<file path="config.mk">
export PLATFORM = sky130hd
export DESIGN_NAME = dht11_sched
export DESIGN_NICKNAME = d
export VERILOG_FILES = /design/src/rtl/dht11_sched.sv
export SDC_FILE = /design/constraint.sdc
export NUM_CORES = 1
export LEC_CHECK = 0
export ABC_AREA = 0
export ABC_CLOCK_PERIOD_IN_PS = 12800
export CORE_AREA = 2 2 94 119
export CTS_CLUSTER_DIAMETER = 40
export DETAILED_ROUTE_END_ITERATION = 7
export DIE_AREA = 0 0 96 121
export PLACE_DENSITY = 0.77
export SLEW_MARGIN = 10
export SYNTH_ARGS = -nofsm -noshare
export SYNTH_HDL_FRONTEND = slang
export SYNTH_SLANG_ARGS = --single-unit
</file>
<file path="constraint.sdc">
create_clock -name sys_clk -period 12.8 [get_ports sys_clk]
set_input_delay 3.84 -clock sys_clk [delete_from_list [all_inputs] [get_ports sys_clk]]
set_output_delay 3.84 -clock sys_clk [all_outputs]
set_load 0.02 [all_outputs]
</file>
<file path="src/rtl/dht11_sched.sv">
// DHT11 read scheduler: periodic requests with power-up delay, timeout and failure tracking.
// The display value is registered from next-state data and mode, so it appears 1 cycle after a capture or key.
module dht11_sched #(
    parameter logic [26:0] PERIOD_MAX  = 27'd99_999_999,
    parameter logic [23:0] TIMEOUT_MAX = 24'd9_999_999,
    parameter logic [1:0]  FAIL_MAX    = 2'd2
) (
    input  logic        sys_clk,
    input  logic        sys_rst,
    input  logic        key_flag,
    input  logic        rd_done,
    input  logic        rd_err,
    input  logic [31:0] rd_data,
    output logic        rd_req,
    output logic        busy,
    output logic [19:0] data_out,
    output logic [5:0]  point,
    output logic        sign,
    output logic        seg_en,
    output logic        err_flag
);

    typedef enum logic [1:0] {PWRUP, REQ, READ, WAIT} state_t;

    state_t      state, state_nxt;
    logic [26:0] per_cnt;
    logic [23:0] to_cnt;
    logic [1:0]  fail_cnt;
    logic [1:0]  fail_inc;
    logic        mode, mode_nxt;
    logic        valid;
    logic [31:0] stored, stored_nxt;
    logic        capture, fail;

    function automatic logic [19:0] fmt(input logic [7:0] int_b, input logic [7:0] dec_b);
        logic [3:0] dec_c;
        dec_c = (dec_b[3:0] > 4'd9) ? 4'd9 : dec_b[3:0];
        return 20'(int_b) * 20'd10 + 20'(dec_c);
    endfunction

    always_ff @(posedge sys_clk or posedge sys_rst) begin
        if (sys_rst) state <= PWRUP;
        else         state <= state_nxt;
    end

    always_comb begin
        state_nxt = state;
        rd_req    = 1'b0;
        busy      = 1'b0;
        capture   = 1'b0;
        fail      = 1'b0;
        case (state)
            PWRUP: if (per_cnt == PERIOD_MAX) state_nxt = REQ;
            REQ: begin
                rd_req    = 1'b1;
                busy      = 1'b1;
                state_nxt = READ;
            end
            READ: begin
                busy = 1'b1;
                // A bad checksum wins over a simultaneous good-frame pulse.
                if (rd_err) begin
                    fail      = 1'b1;
                    state_nxt = WAIT;
                end else if (rd_done) begin
                    capture   = 1'b1;
                    state_nxt = WAIT;
                end else if (to_cnt == TIMEOUT_MAX) begin
                    fail      = 1'b1;
                    state_nxt = WAIT;
                end
            end
            WAIT: if (per_cnt == PERIOD_MAX) state_nxt = REQ;
            default: state_nxt = PWRUP;
        endcase
    end

    always_comb begin
        fail_inc   = (fail_cnt == 2'd3) ? 2'd3 : fail_cnt + 2'd1;
        mode_nxt   = mode ^ key_flag;
        stored_nxt = capture ? rd_data : stored;
    end

    // Period counter free-runs through REQ and READ so request spacing is fixed.
    always_ff @(posedge sys_clk or posedge sys_rst) begin
        if (sys_rst) begin
            per_cnt <= '0;
            to_cnt  <= '0;
        end else begin
            per_cnt <= (per_cnt == PERIOD_MAX) ? 27'd0 : per_cnt + 27'd1;
            if (state == REQ)       to_cnt <= '0;
            else if (state == READ) to_cnt <= to_cnt + 24'd1;
        end
    end

    always_ff @(posedge sys_clk or posedge sys_rst) begin
        if (sys_rst) begin
            fail_cnt <= '0;
            err_flag <= 1'b0;
            stored   <= '0;
            valid    <= 1'b0;
            mode     <= 1'b0;
        end else begin
            mode <= mode_nxt;
            if (capture) begin
                stored   <= rd_data;
                valid    <= 1'b1;
                fail_cnt <= '0;
                err_flag <= 1'b0;
            end else if (fail) begin
                fail_cnt <= fail_inc;
                if (fail_inc >= FAIL_MAX) err_flag <= 1'b1;
            end
        end
    end

    always_ff @(posedge sys_clk or posedge sys_rst) begin
        if (sys_rst) begin
            data_out <= '0;
            sign     <= 1'b0;
            seg_en   <= 1'b0;
        end else begin
            data_out <= mode_nxt ? fmt(stored_nxt[31:24], stored_nxt[23:16])
                                 : fmt(stored_nxt[15:8], stored_nxt[7:0]);
            sign     <= ~mode_nxt & stored_nxt[7];
            seg_en   <= valid | capture;
        end
    end

    assign point = 6'b000_010;

endmodule

</file>
# After elaboration in Yosys (flattened, before gate mapping)
# Index checks and enable logic that the tools add are counted.
[totals]
reg_bits = 105
mem_bits_ro = 0
latch_bits = 0
ramBits = 0
n_memories = 0
word_cells = 69
output_inout_bits = 31
[op_classes]
n_bitwise = 4
muxes = 27
n_shift = 0
n_lt_le_gt_ge = 3
reduce_logical = 8
add_sub_neg = 5
div = 0
multipliers = 2
eq_ne = 8
[ops]
columns = ["operator", "n"]
rows = [
  ["24-bit two-way mux", 2],
  ["32-bit two-way mux", 1],
  ["27-bit by 1-bit adder with 27-bit output, second input constant", 1],
  ["27-bit equality test, second input constant", 1],
  ["27-bit two-way mux", 1],
  ["12-bit by 4-bit adder with 13-bit output", 2],
  ["24-bit by 1-bit adder with 24-bit output, second input constant", 1],
  ["24-bit equality test, second input constant", 1],
  ["8-bit by 3-bit multiplier with 11-bit output, second input constant", 2],
  ["2-bit two-way mux", 7],
  ["13-bit two-way mux", 1],
  ["1-bit two-way mux", 12],
  ["4-bit greater-than comparator, second input constant", 2],
  ["4-bit two-way mux", 2],
  ["2-bit equality test, second input constant", 3],
  ["2-bit one-hot mux with 3 select lines", 1],
  ["2-bit nonzero test", 3],
  ["4-bit inequality test, second input constant", 1],
  ["2-bit AND reduction", 2],
  ["2-bit OR reduction", 2],
  ["2-bit by 1-bit adder with 2-bit output, second input constant", 1],
  ["2-bit by 1-bit equality test with 1-bit output, second input constant", 1],
  ["2-bit >= comparator, second input constant", 1],
  ["2-bit zero test", 1],
  ["other kinds (5)", 5],
]

# Logic depth before layout (Yosys ltp)
[logic_depth]
ltp_word = 8
mapped_depth = 17
mapped_depth_nobuf = 14

# Worst setup path before layout
# No wires, ideal clock.
[synth_timing]
path_type = "input -> register"
start = "input port rd_err"
end = "register data_out[11]"
path_slack_ns = 5.273
path_buffers = 3
t_required_ns = 12.713
setup_ns = 0.087
arrival_time_ns = 7.440
path_stages = 13
cell_sequence = "nand3b_1 buf_2 buf_2 buf_2 mux2_2 ha_1 ha_1 fa_1 xor2_2 nand4_1 or4b_4 o41a_1 a22oi_1"
[synth_between]
elab_cells_between_ends = 12
classes_between = "add/sub: 2; mul: 2; order compare: 2; mux: 6"
[synth_lines]
columns = ["item", "line", "text"]
rows = [
  ["start, declared", "12", "input logic rd_err,"],
  ["1-bit two-way mux", "62", "if (rd_err) begin"],
  ["1-bit two-way mux", "52", "case (state)"],
  ["32-bit two-way mux", "n/a", ""],
  ["net stored_nxt[25]", "32", "logic [31:0] stored, stored_nxt;"],
  ["8-bit by 3-bit multiplier with 11-bit output", "38", "return 20'(int_b) * 20'd10 + 20'(dec_c);"],
  ["12-bit by 4-bit adder with 13-bit output", "38", ""],
  ["13-bit two-way mux", "123", "data_out <= mode_nxt ? fmt(stored_nxt[31:24], stored_nxt[23:16])"],
  ["end signal, assigned", "123", ""],
  ["end, declared", "16", "output logic [19:0] data_out,"],
]
# The timed path passes the listed nets, and every way through them passes these cells.
# A chain may end at the register's enable or synchronous reset.

# Worst setup path after layout
# Ends and elaborated chain as after synthesis.

==> impl_metrics.tcl <==
set metrics [dict create \
    cts_buffer_depth 2 \
    p_total_uw 651 \
    max_slew_margin_pct 34.9 \
    io_buffers 47 \
    clk_pin_slew_ns 0.07 \
    core_area_um2 10500 \
    fin_nets 687 \
    seq_area_frac_synth_pct 43.5 \
    postCtsSetupBuffers 0 \
    cellPowerDensity_nw_per_um2 100 \
    yosys.cell_types.count 61 \
    wl_per_cell_um 15.2 \
    grt_pass1_wl_um 19600 \
    std_cell_rows 42 \
    multi_input_area_um2 3000 \
    fin_skew_ns 0.00454 \
    fillCellCount 864 \
    root_buffer "clkbuf_16" \
    final_layout_size_suffix_gt1_share_pct 8.87 \
    status "finished, final reports clean" \
    cts_tree "done" \
    start_util_pct 53.9 \
    hold_ws_ns 0.455 \
    cp-start-kind "input port" \
    grt_max_degree 57 \
    finalSetupTns_ns 0 \
    drv_slew 0 \
    ant_nets 0 \
    cp_data_arrival_time_ns 7.96 \
    io_pins 68 \
    antenna_found_initial 0 \
    period_share_pct 60.2 \
    route.detailed.drc 0 \
    hold_violations 0 \
    peakVddDrop_mv 0.0986 \
    first_iter_violations 101 \
    clock_latency_ns 0.34 \
    drt_first_pass_iters 4 \
    cts_hold_buf 0 \
    synth_ff_type "dfrtp_1" \
    numCtsBuffers 9 \
    vias_per_cell 5.61 \
    die_h_um 121 \
    finalSetupViolCount 0 \
    gr-total-overflow 0 \
    post_cts_resized 0 \
    dpl.hpwl_um 8280 \
    worst_pin_slew_ns 0.976 \
    cp.required_ns 13.06 \
    place.gp.congestion 0.886 \
    maxCapViolations 0 \
    path_class "in -> reg" \
    syn_area_um2 5640 \
    clock-sinks 98 \
    instances_no_fill 752 \
    antennaDiodeCount 0 \
    synth_edf_count 0 \
    die_w_um 96 \
    period_minus_slack_ns 7.70 \
    hp-class "reg -> reg" \
    ys_ff_latch 98 \
    die_area_um2 11600 \
    endpoint_kind "flop" \
    fmax_mhz 130 \
    seqCellArea_um2 2450 \
    totalWireLength_um 11400 \
    synth_warnings 0 \
    rsz0062_at_grt "false" \
    vias 4218 \
    final_core_util_pct 62.3 \
    crit_fanout 30 \
    cellLeakagePower_uw 0.00328 \
    grt_usage_pct 21.5 \
    async_reset_ff_share_pct 100 \
    avgSynthCellArea_um2 9.99 \
    syn_inst 564 \
    grt_pass1_vias 4460 \
    syn_to_final_growth_pct 15.7 \
    post-place-cells 736 \
    htreeDepth 3 \
]
worst max-delay path, stage by stage:
cell	delay, ns
clkdlybuf4s50_1	0.51
nand3b_1	0.14
buf_4	0.42
mux2i_1	0.42
inv_1	0.11
ha_1	0.32
ha_1	0.25
fa_1	0.45
a211oi_2	0.30
o22ai_1	0.14
or4b_4	0.56
o41a_1	0.33
a22oi_1	0.15
power by group:
group	total, uW	internal, uW	switching [uW]
clock	276	161	114
sequential	318	315	2.45
combinational	58.2	23.5	34.8
total	651	500	152
sequential cells by signal, summed over array words and instances (netlist names):
| name | flops |
|---|---|
| per_cnt | 27 |
| mode | 1 |
| fail_cnt | 2 |
| stored | 25 |
| valid | 1 |
| seg_en | 1 |
| err_flag | 1 |
| sign | 1 |
| state | 2 |
| data_out | 13 |
| to_cnt | 24 |
final timing paths:
check	startpoint	endpoint	slack, ns	cells after the start
max	rd_err	data_out[11]	5.10	13
min	valid	seg_en	0.45	1
max reg2reg	state[0]	data_out[11]	8.44	14
min reg2reg	valid	seg_en	0.45	1
max in group asynchronous	sys_rst	data_out[0]	7.81	3
min in group asynchronous	sys_rst	err_flag	3.89	2
cell type report:
type / count / area share, %
multi-input combinational: 429 / 46.0
clock buffer: 11 / 3.88
clock inverter: 5 / 0.806
sequential: 98 / 37.6
inverter: 27 / 1.59
tap: 132 / 2.53
timing repair buffer: 50 / 7.56
cells in the final DEF, fill, tap and decap left out, types with 3 or more instances in the layout:
cell and count:
a211o_1 3, a211oi_1 7, a21o_1 5, a21oi_1 12, and2_1 5, and3_1 10, buf_4 3, clkbuf_16 9
clkdlybuf4s50_1 47, clkinv_2 3, conb_1 14, dfrtp_1 98, fa_1 4, ha_1 31, inv_1 26, mux2_2 18
mux2i_1 14, nand2_1 34, nand2b_1 7, nand3_1 22, nand4_1 14, nor2_1 73, nor2b_1 8, nor3_1 6
o21a_1 3, o21ai_0 30, xnor2_1 24, xor2_1 36
cells by family after synthesis:
kind of cell | count (synthesis) | share of synthesized area (%)
AOI/OAI and AO/OA | 84 | 9.84
buffers and inverters | 49 | 4.22
and+or+nand+nor | 202 | 18.1
adders and majority gates | 35 | 8.30
muxes | 32 | 6.08
xor gates and xnor gates | 62 | 9.77
other | 2 | 0.133
DFF | 98 | 43.5
layer usage:
| metal | wire (um) | vias up | global-route usage (%) |
|---|---|---|---|
| li1 | - | 2025 | - |
| met1 | 4750 | 2100 | 25.7 |
| met2 | 6110 | 76 | 38.2 |
| met3 | 405 | 17 | 3.85 |
| met4 | 181 | 0 | 7.14 |
| met5 | 0 | - | 0 |
cells in the mapped netlist (12+ instances only):
| cell | count | area, um^2 |
|---|---|---|
| o21ai_0 | 30 | 150 |
| buf_4 | 13 | 97.6 |
| xnor2_1 | 24 | 210 |
| dfrtp_1 | 98 | 2450 |
| a21oi_1 | 12 | 60.1 |
| nor2_1 | 73 | 274 |
| ha_1 | 31 | 388 |
| mux2i_1 | 14 | 140 |
| xor2_1 | 37 | 324 |
| mux2_2 | 18 | 203 |
| nand4_1 | 14 | 87.6 |
| nand3_1 | 22 | 110 |
| inv_1 | 27 | 101 |
| nand2_1 | 34 | 128 |
per-stage QoR:
step / instance area (um^2) / setup slack, ns
3_5_place_dp: 6210 / 4.80
2_1_floorplan: 5680 / 5.27
6_report: 6520 / 5.10
5_1_grt: 6520 / 4.79
3_3_place_gp: 6210 / 4.89
4_1_cts: 6520 / 5.09
Note: power is estimated with default switching activity, not from simulation.
